$ cat src/rtl/i2s_pkg.sv
// Shared constants and saturation helper for the i2s sample path.
package i2s_pkg;

    localparam int unsigned I2S_WORD_W = 32;
    localparam int unsigned PCM_W      = 24;
    localparam int unsigned SAMPLE_W   = 16;

    localparam logic [SAMPLE_W-1:0] SAT_MAX = 16'h7FFF;
    localparam logic [SAMPLE_W-1:0] SAT_MIN = 16'h8000;

    typedef logic signed [PCM_W-1:0] pcm_t;
    typedef logic [SAMPLE_W-1:0]     sample_t;

    // SAT_MAX / SAT_MIN as signed PCM-width values for range comparison
    localparam pcm_t PCM_HI = 24'sh007FFF;
    localparam pcm_t PCM_LO = 24'shFF8000;

    // Clamp a signed PCM-width value into the signed 16-bit range.
    function automatic sample_t sat16(input pcm_t x);
        sample_t r;
        if (x > PCM_HI) begin
            r = SAT_MAX;
        end else if (x < PCM_LO) begin
            r = SAT_MIN;
        end else begin
            r = SAMPLE_W'(x);
        end
        return r;
    endfunction

endpackage

$ cat src/rtl/sync_fifo.sv
// Show-ahead synchronous FIFO with registered level/full/empty, threshold flag
// and a sticky overflow flag for pushes dropped while full.
module sync_fifo #(
    parameter int unsigned WIDTH  = 16,
    parameter int unsigned DEPTH  = 16,
    parameter int unsigned THRESH = 8
) (
    input  logic                     clk,
    input  logic                     rst,
    input  logic                     wr_en,
    input  logic [WIDTH-1:0]         wr_data,
    input  logic                     rd_en,
    input  logic                     ovf_clr,
    output logic [WIDTH-1:0]         rd_data,
    output logic                     empty,
    output logic                     full,
    output logic [$clog2(DEPTH):0]   level,
    output logic                     thresh_hit,
    output logic                     overflow
);

    localparam int unsigned AW = $clog2(DEPTH);
    localparam int unsigned LW = AW + 1;

    logic [WIDTH-1:0] mem [DEPTH];
    logic [AW-1:0]    wr_ptr_q;
    logic [AW-1:0]    rd_ptr_q;
    logic [AW-1:0]    rd_ptr_nxt_c;
    logic [LW-1:0]    level_nxt_c;
    logic [WIDTH-1:0] head_nxt_c;
    logic             pop_c;
    logic             push_c;
    logic             drop_c;

    // A push into a full FIFO only lands if a pop frees a slot on the same edge
    assign pop_c        = rd_en & ~empty;
    assign push_c       = wr_en & (~full | pop_c);
    assign drop_c       = wr_en & full & ~pop_c;
    assign rd_ptr_nxt_c = rd_ptr_q + AW'(pop_c);
    assign level_nxt_c  = level + LW'(push_c) - LW'(pop_c);

    // Next head: bypass the write data when it becomes the head this edge
    always_comb begin
        head_nxt_c = rd_data;
        if (level_nxt_c != '0) begin
            if (push_c && (rd_ptr_nxt_c == wr_ptr_q)) begin
                head_nxt_c = wr_data;
            end else begin
                head_nxt_c = mem[rd_ptr_nxt_c];
            end
        end
    end

    always_ff @(posedge clk) begin
        if (push_c) begin
            mem[wr_ptr_q] <= wr_data;
        end
    end

    always_ff @(posedge clk or posedge rst) begin
        if (rst) begin
            wr_ptr_q   <= '0;
            rd_ptr_q   <= '0;
            level      <= '0;
            empty      <= 1'b1;
            full       <= 1'b0;
            thresh_hit <= 1'b0;
            overflow   <= 1'b0;
            rd_data    <= '0;
        end else begin
            wr_ptr_q   <= wr_ptr_q + AW'(push_c);
            rd_ptr_q   <= rd_ptr_nxt_c;
            level      <= level_nxt_c;
            empty      <= (level_nxt_c == '0);
            full       <= (level_nxt_c == LW'(DEPTH));
            thresh_hit <= (level_nxt_c >= LW'(THRESH));
            rd_data    <= head_nxt_c;
            if (drop_c) begin
                overflow <= 1'b1;
            end else if (ovf_clr) begin
                overflow <= 1'b0;
            end
        end
    end

endmodule

$ cat src/rtl/i2s_sample_fifo.sv
// I2S sample post-processing: optional block-average decimation, arithmetic
// scaling and 16-bit saturation, buffered in a DMA-facing FIFO.
module i2s_sample_fifo
    import i2s_pkg::*;
#(
    parameter int unsigned DEPTH  = 16,
    parameter int unsigned THRESH = 8,
    parameter int unsigned DECIM  = 1,
    parameter int unsigned SHIFT  = 8
) (
    input  logic                     clk,
    input  logic                     rst,
    input  logic                     en,
    input  logic                     i2s_done,
    input  logic [I2S_WORD_W-1:0]    i2s_data,
    input  logic                     rd_en,
    output logic [SAMPLE_W-1:0]      rd_data,
    output logic                     empty,
    output logic                     full,
    output logic [$clog2(DEPTH):0]   level,
    output logic                     dma_req,
    output logic                     overflow,
    input  logic                     ovf_clr
);

    localparam int unsigned LOG2_DECIM = $clog2(DECIM);
    localparam int unsigned ACC_W      = PCM_W + LOG2_DECIM;
    localparam int unsigned CNT_W      = (LOG2_DECIM > 0) ? LOG2_DECIM : 1;

    pcm_t                    pcm_c;
    pcm_t                    avg_c;
    pcm_t                    scaled_c;
    logic signed [ACC_W-1:0] acc_q;
    logic signed [ACC_W-1:0] acc_sum_c;
    logic [CNT_W-1:0]        dcnt_q;
    logic                    group_done_c;
    logic                    wr_pend_q;
    sample_t                 result_q;
    logic                    unused_lsb_c;

    // Sample is the top 24 bits of the left-justified word; low byte is padding
    assign pcm_c        = i2s_data[I2S_WORD_W-1 -: PCM_W];
    assign unused_lsb_c = ^i2s_data[I2S_WORD_W-PCM_W-1:0];

    assign acc_sum_c    = acc_q + ACC_W'(pcm_c);
    assign avg_c        = PCM_W'(acc_sum_c >>> LOG2_DECIM);
    assign scaled_c     = avg_c >>> SHIFT;
    assign group_done_c = (dcnt_q == CNT_W'(DECIM - 1));

    // Accumulate a group; the closing sample loads the result and requests a write
    always_ff @(posedge clk or posedge rst) begin
        if (rst) begin
            acc_q     <= '0;
            dcnt_q    <= '0;
            wr_pend_q <= 1'b0;
            result_q  <= '0;
        end else begin
            wr_pend_q <= 1'b0;
            if (!en) begin
                acc_q  <= '0;
                dcnt_q <= '0;
            end else if (i2s_done) begin
                if (group_done_c) begin
                    result_q  <= sat16(scaled_c);
                    wr_pend_q <= 1'b1;
                    acc_q     <= '0;
                    dcnt_q    <= '0;
                end else begin
                    acc_q  <= acc_sum_c;
                    dcnt_q <= dcnt_q + CNT_W'(1);
                end
            end
        end
    end

    sync_fifo #(
        .WIDTH  (SAMPLE_W),
        .DEPTH  (DEPTH),
        .THRESH (THRESH)
    ) u_fifo (
        .clk        (clk),
        .rst        (rst),
        .wr_en      (wr_pend_q),
        .wr_data    (result_q),
        .rd_en      (rd_en),
        .ovf_clr    (ovf_clr),
        .rd_data    (rd_data),
        .empty      (empty),
        .full       (full),
        .level      (level),
        .thresh_hit (dma_req),
        .overflow   (overflow)
    );

endmodule

$ cat config.mk
export PLATFORM = sky130hd
export DESIGN_NAME = i2s_sample_fifo
export DESIGN_NICKNAME = d
export VERILOG_FILES = /design/src/rtl/i2s_pkg.sv /design/src/rtl/sync_fifo.sv /design/src/rtl/i2s_sample_fifo.sv
export SDC_FILE = /design/constraint.sdc
export NUM_CORES = 1
export LEC_CHECK = 0
export BUFFER_PORTS_ARGS = -buffer_cell sky130_fd_sc_hd__buf_2
export CELL_PAD_IN_SITES_DETAIL_PLACEMENT = 1
export CELL_PAD_IN_SITES_GLOBAL_PLACEMENT = 1
export CORE_MARGIN = 5
export CORE_UTILIZATION = 50
export CTS_CLUSTER_SIZE = 12
export DETAILED_ROUTE_END_ITERATION = 10
export PLACE_DENSITY_LB_ADDON = 0.1
export SLEW_MARGIN = 0
export SYNTH_ARGS = -nofsm -noshare
export SYNTH_HDL_FRONTEND = slang
export SYNTH_SLANG_ARGS = --single-unit
$ cat constraint.sdc
create_clock -name clk -period 6.8 [get_ports clk]
set_input_delay 1.36 -clock clk [delete_from_list [all_inputs] [get_ports clk]]
set_output_delay 1.36 -clock clk [all_outputs]
set_load 0.05 [all_outputs]
==> flow_metrics.tcl <==
set metrics [dict create \
    final.min_clock_period_ps 4580 \
    yosysMostFrequentCell "edfxtp_1" \
    areaGrowthSynthToFinish_pct 13.3 \
    final_worst_setup_slack_ps 2220 \
    timing_worst_slew_pin_value_ps 889 \
    timing.slew.headroom_pct 40.5 \
    synth_common_cells "edfxtp_1, nand3_1, mux2i_1" \
    place_inst 1059 \
    hold_path.class "register to register" \
    finalClockSkew_ps 9.03 \
    cts.root.buffer_cell "clkbuf_16" \
    grt_use_total_pct 20.0 \
    core-area_mm2 0.0243 \
    critical_path_at_ps 4950 \
    synth_largest_type_area_fraction_pct 62.1 \
    i_o_pins 63 \
    fin_util_pct 57.6 \
    cp_max_stage_delay_ps 630 \
    design_area_mm2 0.0140 \
    finalSetupViolCount 0 \
    worstPathCellList "buf_2 -> nand2b_1 -> inv_2 -> o21ai_0 -> inv_1 -> ha_1 -> inv_1 -> fa_1 -> inv_1 -> nor4_1 -> mux2i_1 -> or3_1 -> clkinv_2 -> a21o_1 -> o22a_1" \
    share_of_the_yosys_chip_area_belonging_to_registers_pct 72.2 \
    min_period_over_period_pct 67.3 \
    comb_power_share_pct 39.7 \
    cts.clk_slew.worst_paths_ps 60 \
    unrepaired_setup_endpoints_after_global_routing "false" \
    first_global_vias 7174 \
    port_buffer_count 46 \
    final-instance-count-excl-fill 1120 \
    cts_tree "yes" \
    worstSetupPathType "input port to register" \
    drt.antenna.violating_nets 0 \
    outcome "finished clean" \
    clock_group_share_of_total_power_pct 24.7 \
    power_switching_mw 2.62 \
    tritoncts.num_buffers 34 \
    max_freq_ghz 0.219 \
    initial_utilization_pct 50.9 \
    synth.ff_latch_count 306 \
    worstHoldStart "u_fifo.rd_data[15]" \
    die_area_mm2 0.0280 \
    critPathBufInv 6 \
    netlist_instances 709 \
    avgRoutedWirePerCell_um 24.7 \
    fillers 2194 \
    worst_path_slowest_cell "or3_1" \
    synth_flop_cell "edfxtp_1" \
    post_cts.resized_instances 0 \
    detail_route.wirelength_um 27700 \
    post_syn_area_per_cell_um2 17.5 \
    setup.worst_path.end_class "register" \
    fin_tns_setup_ps 0 \
    dr_total_vias 6556 \
    grt_first_pass_wirelength_um 43100 \
    grt_antenna_before_repair 1 \
    dp_hpwl_um 16400 \
    power_density_mw_per_mm2 500 \
    cts_hold_repair.buffers 0 \
    postPlaceCellArea_mm2 0.0130 \
    globalRoute.totalOverflow 0 \
    drv_slew 0 \
    regToRegSetupSlack_ps 2630 \
    area_contributors_post_synth "edfxtp_1, dfrtp_1, mux2i_1" \
    timing.rr.start "u_fifo.empty" \
    htree_levels 2 \
    die_width_um 167 \
    synthesis.yosys.warnings 0 \
    die_y_um 167 \
    seq_power_share_pct 35.7 \
    power_mw 7.01 \
    rows 57 \
    critPathLaunch "rd_en" \
    place_congestion 0.750 \
    static-leakage-power_nw 5.10 \
    clock-sinks 306 \
    cts-root-to-sink-buffers 3 \
    drt-pass1-iter-count 5 \
    setup.worst_path.start_class "input port" \
    synthArstFlopShare_pct 16.3 \
    path_common_cell "inv_1" \
    power_report.internal_total_mw 4.39 \
    worst_ir_drop_vdd_v 0.000310 \
    number_of_flops_mapped_to_enable_cells_by_yosys 256 \
    initial_drt_markers 424 \
    count_of_antenna_diodes_in_the_layout 0 \
    synth_cell_type_count 43 \
    synth_fp_nets 756 \
    drive_above_1_share_pct 20.7 \
    cp.required_ps 7170 \
    yosys.area.top_type "edfxtp_1" \
    post_cts.repair.setup_buffers 0 \
    mappedNetlistArea_mm2 0.0124 \
    design.final.nets 818 \
    preCtsSetupSlack_ps 1720 \
    netSwitchingFraction_pct 37.4 \
    avgViaCountPerCell 5.85 \
    clk-insertion-delay-late_ps 500 \
    hold_violations 0 \
    timing.critical_path.fanout_max 17 \
    drcViolationCount 0 \
    cp_top_family "buffers and inverters" \
    worst_hold_slack_ps 508 \
    maximum_number_of_pins_on_one_net_before_global_route_repair 77 \
    cap_violations 0 \
]
per-layer routing:
metal,global-route usage (%),share of wire [%],up-vias
met4,4.94,1.8,2
li1,-,-,2931
met1,27.9,45,3452
met3,3.21,4.2,40
met5,0,0.047,-
met2,33.2,49,131
final cells by class:
cell class | instances | area [um2] | area share (%)
Inverter | 21 | 80.1 | 0.571
Timing Repair Buffer | 68 | 408 | 2.91
Multi-Input combinational cell | 340 | 3130 | 22.3
Tap cell | 324 | 405 | 2.89
Sequential cell | 306 | 8940 | 63.8
Clock inverter | 11 | 81.3 | 0.580
Clock buffer | 50 | 972 | 6.94
cell usage in the layout (no fill, tap or decap), drive strengths merged, types with 21 or more instances in the layout:
| cell type | instances |
|---|---|
| mux2i | 61 |
| inv | 21 |
| clkbuf | 50 |
| nand3 | 63 |
| buf | 68 |
| mux4 | 34 |
| edfxtp | 256 |
| dfrtp | 49 |
| nand2 | 36 |
cell families after synthesis:
family          Yosys count  synth area share, %
flops                   306                 72.2
simple gates            135                 5.20
mux                     111                 13.1
compound gates           75                 4.87
buf+inv                  63                 2.82
xor+xnor                 10                0.829
fa+ha+maj                 9                0.971
worst paths after layout:
check / endpoint / depth (start not counted)
max: u_fifo.rd_data[14] / 15
min: u_fifo.rd_data[15] / 1
max reg2reg: u_fifo.rd_data[14] / 14
min reg2reg: u_fifo.rd_data[15] / 1
max in group asynchronous: u_fifo.rd_data[14] / 3
min in group asynchronous: result_q[3] / 3
power by group through the flow:
| stage | registers, mW | clock network, mW | logic, mW |
|---|---|---|---|
| 3_3_place_gp | 2.52 | 0 | 2.71 |
| 3_5_place_dp | 2.54 | 0 | 2.79 |
| 5_1_grt | 2.53 | 1.86 | 2.99 |
| 6_report | 2.50 | 1.73 | 2.78 |
| 2_1_floorplan | 2.70 | 0 | 1.93 |
| 4_1_cts | 2.50 | 1.76 | 2.81 |
flip-flops by register name, summed over array words and instances (netlist names):
name	count
u_fifo.level	5
wr_pend_q	1
u_fifo.full	1
u_fifo.empty	1
u_fifo.thresh_hit	1
u_fifo.rd_data	16
u_fifo.overflow	1
u_fifo.mem	256
result_q	16
u_fifo.wr_ptr_q	4
u_fifo.rd_ptr_q	4
Power figures use the tool's default switching activity.
